$ cat config.mk
export PLATFORM = sky130hd
export DESIGN_NAME = mem_arbiter
export DESIGN_NICKNAME = d
export VERILOG_FILES = /design/src/rtl/mem_arbiter.sv
export SDC_FILE = /design/constraint.sdc
export NUM_CORES = 1
export LEC_CHECK = 0
export CAP_MARGIN = 5
export CORE_MARGIN = 2
export CORE_UTILIZATION = 25
export DETAILED_ROUTE_END_ITERATION = 7
export GPL_ROUTABILITY_DRIVEN = 1
export GPL_TIMING_DRIVEN = 0
export SETUP_SLACK_MARGIN = 0.05
export SYNTH_ARGS = -nofsm -noshare
export SYNTH_HDL_FRONTEND = slang
export SYNTH_SLANG_ARGS = --single-unit
$ cat constraint.sdc
create_clock -name clk -period 2.1 [get_ports clk]
set_clock_uncertainty 0.05 [all_clocks]
set_input_delay 0.525 -clock clk [delete_from_list [all_inputs] [get_ports clk]]
set_output_delay 0.525 -clock clk [all_outputs]
set_load 0.01 [all_outputs]
$ cat src/rtl/mem_arbiter.sv
// Byte-serial RAM port arbiter between instruction fetch and load/store, assembling little-endian words.
// Optional MEM_ARB_RR_EN: round-robin on simultaneous requests (default: fixed MEM-over-IF priority).
module mem_arbiter #(
  parameter int ADDR_W = 17
) (
  input  logic              clk,
  input  logic              rst,
  input  logic              flush_i,
  input  logic              if_req_i,
  input  logic [31:0]       if_addr_i,
  output logic              if_ack_o,
  output logic [31:0]       if_inst_o,
  input  logic              mem_req_i,
  input  logic              mem_we_i,
  input  logic [1:0]        mem_len_i,
  input  logic [31:0]       mem_addr_i,
  input  logic [31:0]       mem_wdata_i,
  output logic              mem_ack_o,
  output logic [31:0]       mem_rdata_o,
  output logic [ADDR_W-1:0] ram_addr_o,
  output logic [7:0]        ram_dout_o,
  output logic              ram_wr_o,
  input  logic [7:0]        ram_din_i,
  output logic              busy_o
);

  typedef enum logic [1:0] {S_IDLE, S_RD, S_WR, S_ACK} state_t;

  state_t              r_state;
  state_t              w_next;
  logic                r_own_mem;
  logic [ADDR_W-1:0]   r_addr;
  logic [2:0]          r_n;
  logic [2:0]          r_cyc;
  logic [31:0]         r_wdata;
  logic [31:0]         r_asm;
  logic [31:0]         r_inst;
  logic [31:0]         r_rdata;

  logic                w_if_ok;
  logic                w_grant_mem;
  logic                w_grant_if;
  logic [2:0]          w_len_n;
  logic [2:0]          w_n_acc;
  logic [ADDR_W-1:0]   w_acc_addr;
  logic                w_acc_we;
  logic                w_flush_if;
  logic                w_unused;

  assign w_unused = ^{if_addr_i[31:ADDR_W], mem_addr_i[31:ADDR_W]};

  assign w_if_ok = if_req_i && !flush_i;

`ifdef MEM_ARB_RR_EN
  logic r_last_mem;
  // On a tie, the requester that did not win last time is granted.
  assign w_grant_mem = mem_req_i && (!w_if_ok || !r_last_mem);
`else
  assign w_grant_mem = mem_req_i;
`endif
  assign w_grant_if = w_if_ok && !w_grant_mem;

  always_comb begin
    w_len_n = 3'd4;
    case (mem_len_i)
      2'b00:   w_len_n = 3'd1;
      2'b01:   w_len_n = 3'd2;
      default: w_len_n = 3'd4;
    endcase
  end

  assign w_n_acc    = w_grant_mem ? w_len_n : 3'd4;
  assign w_acc_addr = w_grant_mem ? mem_addr_i[ADDR_W-1:0] : if_addr_i[ADDR_W-1:0];
  assign w_acc_we   = w_grant_mem && mem_we_i;
  assign w_flush_if = flush_i && !r_own_mem;

  always_ff @(posedge clk or negedge rst) begin
    if (!rst) r_state <= S_IDLE;
    else      r_state <= w_next;
  end

  // Reads need one extra cycle after the last address for the final byte to return.
  always_comb begin
    w_next = r_state;
    case (r_state)
      S_IDLE: begin
        if (w_grant_mem)     w_next = mem_we_i ? S_WR : S_RD;
        else if (w_grant_if) w_next = S_RD;
      end
      S_RD: begin
        if (w_flush_if)                 w_next = S_IDLE;
        else if (r_cyc == r_n + 3'd1)   w_next = S_ACK;
      end
      S_WR: begin
        if (r_cyc == r_n) w_next = S_ACK;
      end
      default: w_next = S_IDLE;
    endcase
  end

  always_ff @(posedge clk or negedge rst) begin
    if (!rst) begin
      r_own_mem  <= 1'b0;
      r_addr     <= '0;
      r_n        <= '0;
      r_cyc      <= '0;
      r_wdata    <= '0;
      r_asm      <= '0;
      r_inst     <= '0;
      r_rdata    <= '0;
      ram_addr_o <= '0;
      ram_dout_o <= '0;
      ram_wr_o   <= 1'b0;
    end else begin
      case (r_state)
        S_IDLE: begin
          if (w_grant_mem || w_grant_if) begin
            r_own_mem  <= w_grant_mem;
            r_addr     <= w_acc_addr;
            r_n        <= w_n_acc;
            r_cyc      <= 3'd1;
            r_wdata    <= mem_wdata_i;
            r_asm      <= '0;
            ram_addr_o <= w_acc_addr;
            ram_wr_o   <= w_acc_we;
            if (w_acc_we) ram_dout_o <= mem_wdata_i[7:0];
          end
        end
        S_RD: begin
          r_cyc <= r_cyc + 3'd1;
          if (r_cyc < r_n) ram_addr_o <= r_addr + ADDR_W'(r_cyc);
          if (r_cyc >= 3'd2) r_asm[{r_cyc[1:0] - 2'd2, 3'b000} +: 8] <= ram_din_i;
        end
        S_WR: begin
          r_cyc <= r_cyc + 3'd1;
          if (r_cyc < r_n) begin
            ram_addr_o <= r_addr + ADDR_W'(r_cyc);
            ram_dout_o <= r_wdata[{r_cyc[1:0], 3'b000} +: 8];
          end else begin
            ram_wr_o <= 1'b0;
          end
        end
        default: begin
          if (if_ack_o)  r_inst  <= r_asm;
          if (mem_ack_o) r_rdata <= r_asm;
        end
      endcase
    end
  end

`ifdef MEM_ARB_RR_EN
  always_ff @(posedge clk or negedge rst) begin
    if (!rst)                                                 r_last_mem <= 1'b0;
    else if (r_state == S_IDLE && (w_grant_mem || w_grant_if)) r_last_mem <= w_grant_mem;
  end
`endif

  // A flush landing in the IF ack cycle suppresses the ack and keeps the old instruction.
  assign if_ack_o    = (r_state == S_ACK) && !r_own_mem && !flush_i;
  assign mem_ack_o   = (r_state == S_ACK) && r_own_mem;
  assign if_inst_o   = if_ack_o  ? r_asm : r_inst;
  assign mem_rdata_o = mem_ack_o ? r_asm : r_rdata;
  assign busy_o      = (r_state != S_IDLE);

endmodule

== Word-level counts from Yosys, hierarchy flattened ==
Cells that the tools add are included.
Widths: inputs -> output; s select.
Cells by class
  shift operators: 3
  equality and inequality tests: 15
  $add $sub $neg: 5
  $lt $le $gt $ge: 2
  reduce and logical (&&, ||, !) cells: 26
  mux-type cells: 28
Operator list (count)
  $mux 32: 4
  $pmux 32 s2: 1
  $mux 17: 3
  $pmux 17 s2: 1
  $bwmux 32: 1
  $shift 8x7->32 const A: 1
  $shiftx 32x6->8: 1
  $shiftx 8x7->32: 1
  $mux 8: 3
  $add 17x3->17: 1
  $pmux 8 s2: 1
  $mux 2: 6
  $ne 2x2->1 const B: 6
  $pmux 3 s2: 2
  $reduce_and 3->1: 4
  $reduce_bool 2->1: 4
  $logic_and 1x1->1: 7
  $neg 5->7: 1
  $add 3x1->3 const B: 2
  $eq 3x3->1: 2
  $mux 3: 2
  $ne 3x3->1 const B: 2
  $pmux 2 s3: 1
  $eq 2x1->1 const B: 2
  14 further kinds: 20
Storage, ports and cells
  flip-flop bits (word level): 180
  logic and storage cells: 91

== Depth between registers and ports, before layout ==
Gate-level depths: netlist (run 1).
  depth in word-level cells: 6
  mapped depth: 10

== Worst setup path before layout (run 1) ==
No wires, ideal clock.
  kind: register -> output
  start: reg r_state[0]
  end: out if_inst_o[22]
  required time: 1.525 ns
  data arrival time: 1.666 ns
  buffers on the path: 2
  setup slack: -0.141 ns
  cell stages (with the launch flop): 6
  cell sequence: dfrtp_1 ha_1 nor3b_1 buf_2 buf_2 mux2_2
On the way
  longest elaborated chain between the ends: 4
RTL lines
  from (decl): line 29  | state_t r_state;
  from (signal assigned): line 79  | else r_state <= w_next;
  $eq 2x2->1: line 159  | assign if_ack_o = (r_state == S_ACK) && !r_own_mem && !flush_i;
  $logic_and 1x1->1 (2 in series): line 159
  named net if_ack_o: line 11  | output logic if_ack_o,
  $mux 32
  to (decl): line 12  | output logic [31:0] if_inst_o,
The timed path passes the listed nets, and every way through them passes these cells.

== Final worst setup path (run 1) ==
  start: reg r_state[1]
  end: out if_inst_o[22]
On the way
  longest elaborated chain between the ends: 4
RTL lines (line)
  $eq 2x2->1: 159
  $logic_and 1x1->1 (2 in series): 159
  $mux 32
Every way passes these cells.

==> key figures, run 1 <==
Yosys
  • Most common cell in the netlist: sky130_fd_sc_hd__dfrtp_1
  • Distinct cells, synth: 53
  • Cell types with the largest area share after synthesis: sky130_fd_sc_hd__dfrtp_1 (51%), sky130_fd_sc_hd__mux2_2 (22%), sky130_fd_sc_hd__nand2_1 (3.9%), sky130_fd_sc_hd__o21ai_0 (3.4%), sky130_fd_sc_hd__ha_1 (2.1%)
  • Most used flip-flop cell after synthesis: sky130_fd_sc_hd__dfrtp_1
  • Part of the Yosys area used for sequential elements: 0.508
  • Most common library cells after synthesis: sky130_fd_sc_hd__dfrtp_1 (180), sky130_fd_sc_hd__mux2_2 (177), sky130_fd_sc_hd__nand2_1 (91)
  • Number of storage elements in the synthesis netlist: 180
  • Async S/R FF share, synth: 1.00
  • Number of warnings issued by yosys: 0
  • Post-synthesis net count: 863
  • Cells after synthesis: 735
  • Synthesized area divided by synthesized cell count: 12.1 sq um
  • Cell type with the largest total area after synthesis: sky130_fd_sc_hd__dfrtp_1
  • Area share of the largest cell type after synthesis: 0.508
  • Cell area after technology mapping: 8870 sq um
  • Number of enable-type register cells in the synthesized netlist: 0

Placement
  • DP Wirelength: 17800 um
  • Area after detailed placement: 11200 sq um
  • Placed insts: 1365
  • Port Buffer Count: 174
  • GPL Wtd Cong: 0.841

Floorplanning
  • Io pins: 205
  • Width of the chip: 192 um
  • Die height: 192 um
  • Initial core utilization: 0.256
  • DIE AREA: 37000 sq um
  • Area of the core: 34700 sq um
  • Standard-cell rows: 68

Drt
  • Wire per inst: 18.2 um
  • Vias: 6616
  • 1st-iter DRT viols: 292
  • Ratio of routed vias to standard cells: 4.58
  • Aggregate routed wire length: 26300 um
  • Residual antenna-violating net count after detailed routing: 0
  • Number of detailed-routing iterations run before antenna repair: 5
  • Post-route DRC: 0

Outcome
  • Violations in the final reports: hold timing, setup timing
  • Run status: finished, violations left

Power
  • Power consumption: 18.1 mW
  • Ratio of total power to cell area: 1380 nW/um^2
  • P_leak: 5.97 nW
  • Peak supply drop: 0.762 mV

Timing
  • Final critical-path share of the clock period: 1.26
  • Maximum clock rate: 0.379 GHz
  • Final Hold Violating Endpoints: 2
  • Total count of max-transition violations in the final report: 0
  • Relative max-transition margin: 0.550
  • Worst slack on hold paths: -0.000879 ns
  • Setup WS post-layout: -0.541 ns
  • Slew @ Worst Pin: 0.676 ns
  • Setup repair after global routing missed its margin: true
  • Minimum clock period: 2.64 ns
  • Setup TNS after final layout: -30.32 ns
  • Setup-failing EPs final: 66

Setup path
  • Type of the setup path with the least slack: flip-flop to output pin
  • FF-to-FF Start: r_state[1]$_DFFE_PN0P_
  • CP arrival: 2.07 ns
  • Worst r2r path cells: 10
  • Biggest fanout along the worst timing path: 6
  • Reg2Reg Setup Slack: 0.05 ns
  • Worst Path Required: 1.52 ns
  • CP Capture Type: output pin
  • Beginning of the critical path: r_state[1]$_DFFE_PN0P_
  • Kind of launch point of the worst setup path: flip-flop
  • Crit path capture: if_inst_o[22]
  • Worst r2r dst: ram_addr_o[16]$_DFFE_PN0P_

Global routing
  • Grt met1 use: 0.185
  • Total grt overflow: 0
  • Busiest grt layer: met2
  • GRT met2 Usage: 0.241
  • Largest net degree at the start of global routing: 100
  • Antenna violations before repair: 1
  • Tot GR Track Use: 0.144
  • Met3 Resource Use GR: 0.0398
  • Global-route wire length before repair: 40100 um
  • Vias in the first global route: 6828

Clock tree
  • Clock Latency Late Sink: 0.45 ns
  • Clock tree buffer depth: 2
  • Root Buffer: sky130_fd_sc_hd__clkbuf_16
  • Reg clk slew, reported paths: 0.08 ns
  • CTS sink cnt: 180
  • Number of buffers created by CTS: 17
  • H-tree lvl count: 4
  • TritonCTS clock tree: built

Finish
  • Fillers: 3391
  • Total non-filler cell area in the finished layout: 13100 sq um
  • Fraction of final layout cells with drive strength greater than 1: 0.429
  • Final cell count without fillers: 1446
  • Layout net count: 1105
  • Area added between synthesis and finish: 48.0%

Job
  • Max-cap viol count: 0

Worst hold path
  • Kind of path behind the tightest hold check: input port to async pin
cells in the final DEF (no fill, tap or decap), types with 5 or more instances in the layout:
cell type	netlist	routed
sky130_fd_sc_hd__buf_4	0	35
sky130_fd_sc_hd__clkbuf_1	13	6
sky130_fd_sc_hd__inv_1	12	7
sky130_fd_sc_hd__nand3_1	5	5
sky130_fd_sc_hd__ha_1	15	7
sky130_fd_sc_hd__nor2_1	14	12
sky130_fd_sc_hd__mux2i_1	15	13
sky130_fd_sc_hd__dfrtp_1	180	178
sky130_fd_sc_hd__clkbuf_16	0	18
sky130_fd_sc_hd__mux4_2	5	5
sky130_fd_sc_hd__buf_12	0	12
sky130_fd_sc_hd__xnor2_1	9	9
sky130_fd_sc_hd__inv_6	0	6
sky130_fd_sc_hd__o21ai_1	3	6
sky130_fd_sc_hd__clkdlybuf4s50_1	0	105
sky130_fd_sc_hd__a211o_1	6	6
sky130_fd_sc_hd__o21ai_0	60	52
sky130_fd_sc_hd__buf_6	2	82
sky130_fd_sc_hd__ha_4	0	5
sky130_fd_sc_hd__nor3_1	15	11
sky130_fd_sc_hd__nand2_2	0	5
sky130_fd_sc_hd__a21oi_1	17	13
sky130_fd_sc_hd__buf_2	24	10
sky130_fd_sc_hd__a22o_1	9	9
sky130_fd_sc_hd__buf_8	0	5
sky130_fd_sc_hd__mux2_2	177	117
sky130_fd_sc_hd__nand2_1	91	86
sky130_fd_sc_hd__mux2_4	5	65
logic make-up after synthesis:
family / count (synthesis) / share of synthesized area
flip-flops: 180 / 0.508
multiplexers: 205 / 0.272
AO/OA/AOI/OAI: 112 / 0.0755
AND/OR/NAND/NOR: 156 / 0.0813
XOR/XNOR: 13 / 0.0128
adder cells (fa/ha/maj): 16 / 0.0234
buffers and inverters: 53 / 0.0275
where the power goes:
part	total (mW)	switching, mW	internal (mW)
Combinational	9.38	4.31	5.08
Clock	3.14	1.57	1.57
Sequential	5.54	0.873	4.67
layout make-up:
class                   instances  area [sq um]  share of cell area
multi-input cells             502          4640               0.354
repair buffers                226          2390               0.182
inverters                      12          60.1             0.00457
well taps                     455           569              0.0434
plain buffers                  38           394              0.0300
flip-flops and latches        180          4510               0.343
clock buffers                  17           425              0.0324
diodes                          1          2.50            0.000191
clock inverters                15           138              0.0105
flip-flops by register name, summed over array words and instances, names as in the netlist:
| signal | cells |
|---|---|
| r_addr | 17 |
| r_asm | 32 |
| r_cyc | 3 |
| r_inst | 32 |
| r_n | 3 |
| r_own_mem | 1 |
| r_rdata | 32 |
| r_state | 2 |
| r_wdata | 32 |
| ram_addr_o | 17 |
| ram_dout_o | 8 |
| ram_wr_o | 1 |
worst min-delay path by stage:
stage / cells after the start / slack, ns / endpoint / startpoint
after floorplan: 0 / 0.18 / r_addr[0]$_DFFE_PN0P_ / rst
after detailed placement: 2 / 0.42 / ram_addr_o[15]$_DFFE_PN0P_ / ram_addr_o[15]$_DFFE_PN0P_
after CTS: 1 / 0.03 / r_rdata[17]$_DFFE_PN0N_ / rst
after global placement: 2 / 0.42 / ram_addr_o[15]$_DFFE_PN0P_ / ram_addr_o[15]$_DFFE_PN0P_
after global routing: 1 / 0.05 / r_rdata[16]$_DFFE_PN0N_ / rst
final: 1 / -0.0009 / r_rdata[16]$_DFFE_PN0N_ / rst
timing repair:
action                                  4_1_cts  5_1_grt
gates cloned                                  7        1
endpoints found under the setup margin      160      151
setup buffers                                39        6
resized for setup                           507       59
hold buffers                                  0        0
pin swaps                                    14       13
critical path: stages, from the launching register on:
cell and delay, ns:
sky130_fd_sc_hd__dfrtp_1 0.41, sky130_fd_sc_hd__ha_4 0.16, sky130_fd_sc_hd__nor3b_4 0.21, sky130_fd_sc_hd__buf_12 0.15
sky130_fd_sc_hd__buf_12 0.13, sky130_fd_sc_hd__buf_16 0.12, sky130_fd_sc_hd__mux2_4 0.31, sky130_fd_sc_hd__buf_6 0.12
routing by layer:
| metal | up-vias | part of all wire |
|---|---|---|
| li1 | 3119 | - |
| met1 | 3294 | 0.44 |
| met2 | 184 | 0.49 |
| met3 | 19 | 0.062 |
| met4 | 0 | 0.0099 |
| met5 | - | 0 |
metrics by stage:
stage,util,setup slack (ns)
3_3_place_gp,0.323,-8.25
2_1_floorplan,-,0.0416
4_1_cts,0.372,-0.618
5_1_grt,0.378,-0.619
3_5_place_dp,0.324,-1.12
6_report,0.378,-0.541
(Power assumes the default switching activity.)
==> run 2: changes to the inputs <==
DONT_BUFFER_PORTS = 1   (was default)
==> key figures, run 2 (synthesis results as in run 1) <==
Outcome
  • Run status: finished, violations left
  • Violations in the final reports: hold timing, setup timing

Timing
  • Final Hold Violating Endpoints: 180 (+178)
  • Setup-failing EPs final: 70 (+6.1%)
  • Final critical-path share of the clock period: 1.20 (-0.0530)
  • Total count of max-transition violations in the final report: 0 (unchanged)
  • Relative max-transition margin: 0.679 (+0.130)
  • Maximum clock rate: 0.395 GHz (+4.4%)
  • Minimum clock period: 2.53 ns (-0.111 ns)
  • Setup WS post-layout: -0.430 ns (+0.111 ns)
  • Setup repair after global routing missed its margin: true
  • Slew @ Worst Pin: 0.481 ns (-0.195 ns)
  • Worst slack on hold paths: -0.280 ns (-0.279 ns)

Clock tree
  • H-tree lvl count: 4 (unchanged)
  • Clock tree buffer depth: 2 (unchanged)
  • Clock Latency Late Sink: 0.45 ns (about the same)
  • Number of buffers created by CTS: 17 (unchanged)
  • TritonCTS clock tree: built
  • Root Buffer: sky130_fd_sc_hd__clkbuf_16
  • Reg clk slew, reported paths: 0.07 ns (about the same)
  • CTS sink cnt: 180 (unchanged)

Power
  • P_leak: 5.21 nW (-13%)
  • Part of the total power dissipated in sequential elements: 0.334 (+0.027)
  • Peak supply drop: 0.825 mV (+8.3%)
  • Net Switching: 6.71 mW (-0.50%)
  • Ratio of total power to cell area: 1520 nW/um^2 (+10%)
  • Switching share of total power: 0.387 (+0.0136)
  • Internal power contribution: 10.6 mW (-6.1%)
  • Clock network power share: 0.185 (+0.011)
  • Combinational share of power: 0.481 (-0.039)

Drt
  • 1st-iter DRT viols: 211 (-28%)
  • M1 wire length: 10900 um (-5.3%)
  • Vias: 6032 (-8.8%)
  • Aggregate routed wire length: 26000 um (-0.90%)
  • Number of detailed-routing iterations run before antenna repair: 5 (unchanged)
  • Uppermost layer routed: met5
  • Amount of wire on met2 after detailed routing: 13000 um (+0.61%)
  • Routed length on met3: 1910 um (+18%)
  • Post-route DRC: 0 (unchanged)
  • Wire per inst: 20.5 um (+13%)
  • Residual antenna-violating net count after detailed routing: 0 (unchanged)
  • Ratio of routed vias to standard cells: 4.74 (+3.6%)

Floorplanning
  • Die height: 192 um (unchanged)
  • Initial core utilization: 0.256 (unchanged)
  • Io pins: 205 (unchanged)
  • Standard-cell rows: 68 (unchanged)
  • DIE AREA: 37000 sq um (unchanged)
  • Area of the core: 34700 sq um (unchanged)
  • Width of the chip: 192 um (unchanged)

Global routing
  • Global-route wire length before repair: 37300 um (-6.9%)
  • Largest net degree at the start of global routing: 181 (+81%)
  • Vias in the first global route: 6119 (-10%)
  • Tot GR Track Use: 0.136 (-0.00792)
  • Total grt overflow: 0 (unchanged)
  • Antenna violations before repair: 1 (unchanged)

Finish
  • Most frequent cells in the layout: sky130_fd_sc_hd__dfrtp_1 (177), sky130_fd_sc_hd__mux2_2 (111), sky130_fd_sc_hd__nand2_1 (85), sky130_fd_sc_hd__mux2_4 (71), sky130_fd_sc_hd__o21ai_0 (47)
  • Fillers: 3493 (+3.0%)
  • Antenna Cells: 0 (-1)
  • Most frequent standard cell in the layout excluding fill and tap cells: sky130_fd_sc_hd__dfrtp_1
  • Layout net count: 932 (-16%)
  • Fraction of final layout cells with drive strength greater than 1: 0.448 (+0.0187)
  • Area added between synthesis and finish: 28.9%

Setup path
  • Kind of launch point of the worst setup path: flip-flop
  • CP arrival: 1.95 ns (-0.12 ns)
  • CP Capture Type: output pin
  • Worst Path Required: 1.52 ns (about the same)
  • Type of the setup path with the least slack: flip-flop to output pin
  • Biggest fanout along the worst timing path: 4 (-2)

Placement
  • GPL Wtd Cong: 0.802 (-4.6%)
  • Placement Setup Slack: -0.672 ns (+0.444 ns)
  • Port Buffer Count: 0 (-100%)
  • DP Wirelength: 17200 um (-3.5%)

Worst hold path
  • Kind of path behind the tightest hold check: input port to async pin

Job
  • Max-cap viol count: 0 (unchanged)
[run 2: cell count changes in the layout (fill, tap and decap cells not counted), moves of 6 or more]
cell	previous run	this run
sky130_fd_sc_hd__buf_6	82	17
sky130_fd_sc_hd__clkdlybuf4s50_1	105	0
sky130_fd_sc_hd__mux2_4	65	71
sky130_fd_sc_hd__buf_2	10	4
sky130_fd_sc_hd__clkbuf_16	18	25
sky130_fd_sc_hd__mux2_2	117	111
[run 2: per-layer routing]
| metal | vias up | track usage |
|---|---|---|
| met5 | - | 0 |
| met4 | 2 | 0.0355 |
| met3 | 19 | 0.0449 |
| met2 | 171 | 0.231 |
| met1 | 3046 | 0.165 |
| li1 | 2794 | - |
[run 2: critical path, stage by stage, from the launching register on]
cell and delay [ns]:
sky130_fd_sc_hd__dfrtp_1 0.41, sky130_fd_sc_hd__ha_4 0.17, sky130_fd_sc_hd__nor3b_4 0.14, sky130_fd_sc_hd__buf_6 0.14, sky130_fd_sc_hd__clkbuf_16 0.16, sky130_fd_sc_hd__clkbuf_16 0.16
sky130_fd_sc_hd__mux2_4 0.33
[run 2: metrics by stage]
stage | cell area, sq um | std cells | setup TNS, ns | util | total power [mW]
floorplan | 8900 | 735 | 0 | - | 10.0
global placement | 9470 | 1190 | -40.43 | 0.273 | 11.6
detailed placement | 9470 | 1190 | -43.89 | 0.273 | 11.7
CTS | 10800 | 1246 | -26.11 | 0.310 | 16.3
global route | 11400 | 1272 | -31.62 | 0.329 | 18.4
finish | 11400 | 1272 | -24.85 | 0.329 | 17.3
[run 2: area by class of cell]
class                           instances  area [sq um]  area share
Buffer                                 37           423      0.0370
Clock buffer                           17           425      0.0372
Clock inverter                         15           158      0.0138
Inverter                               12          53.8     0.00470
Multi-Input combinational cell        502          4700       0.411
Sequential cell                       180          4510       0.394
Tap cell                              455           569      0.0498
Timing Repair Buffer                   54           594      0.0520
[run 2: power by group through the flow]
stage | sequential [mW] | clock (mW) | combinational [mW]
finish | 5.79 | 3.21 | 8.34
global route | 5.97 | 3.43 | 9.04
CTS | 5.78 | 3.32 | 7.16
detailed placement | 5.84 | 0 | 5.86
global placement | 5.78 | 0 | 5.77
floorplan | 5.44 | 0 | 4.59
[run 2: timing repair]
item                                    CTS  global route
hold endpoints to repair                180           180
gates cloned                              1            10
pin swaps                                19            17
setup buffers                            25            19
resized for setup                       148           106
endpoints found under the setup margin  138           161
[run 2: final timing paths]
| check | startpoint | to | slack (ns) | depth (start not counted) |
|---|---|---|---|---|
| max | r_state[1]$_DFFE_PN0P_ | if_inst_o[24] | -0.43 | 6 |
| min | rst | r_rdata[17]$_DFFE_PN0N_ | -0.28 | 0 |
| max reg2reg | r_cyc[0]$_DFFE_PN0P_ | ram_addr_o[16]$_DFFE_PN0P_ | -0.06 | 7 |
| min reg2reg | r_wdata[16]$_DFFE_PN0P_ | r_wdata[16]$_DFFE_PN0P_ | 0.45 | 1 |
| max in group asynchronous | rst | r_cyc[0]$_DFFE_PN0P_ | 1.84 | 0 |
| min in group clk | mem_len_i[0] | r_n[0]$_DFFE_PN0P_ | 0.11 | 1 |
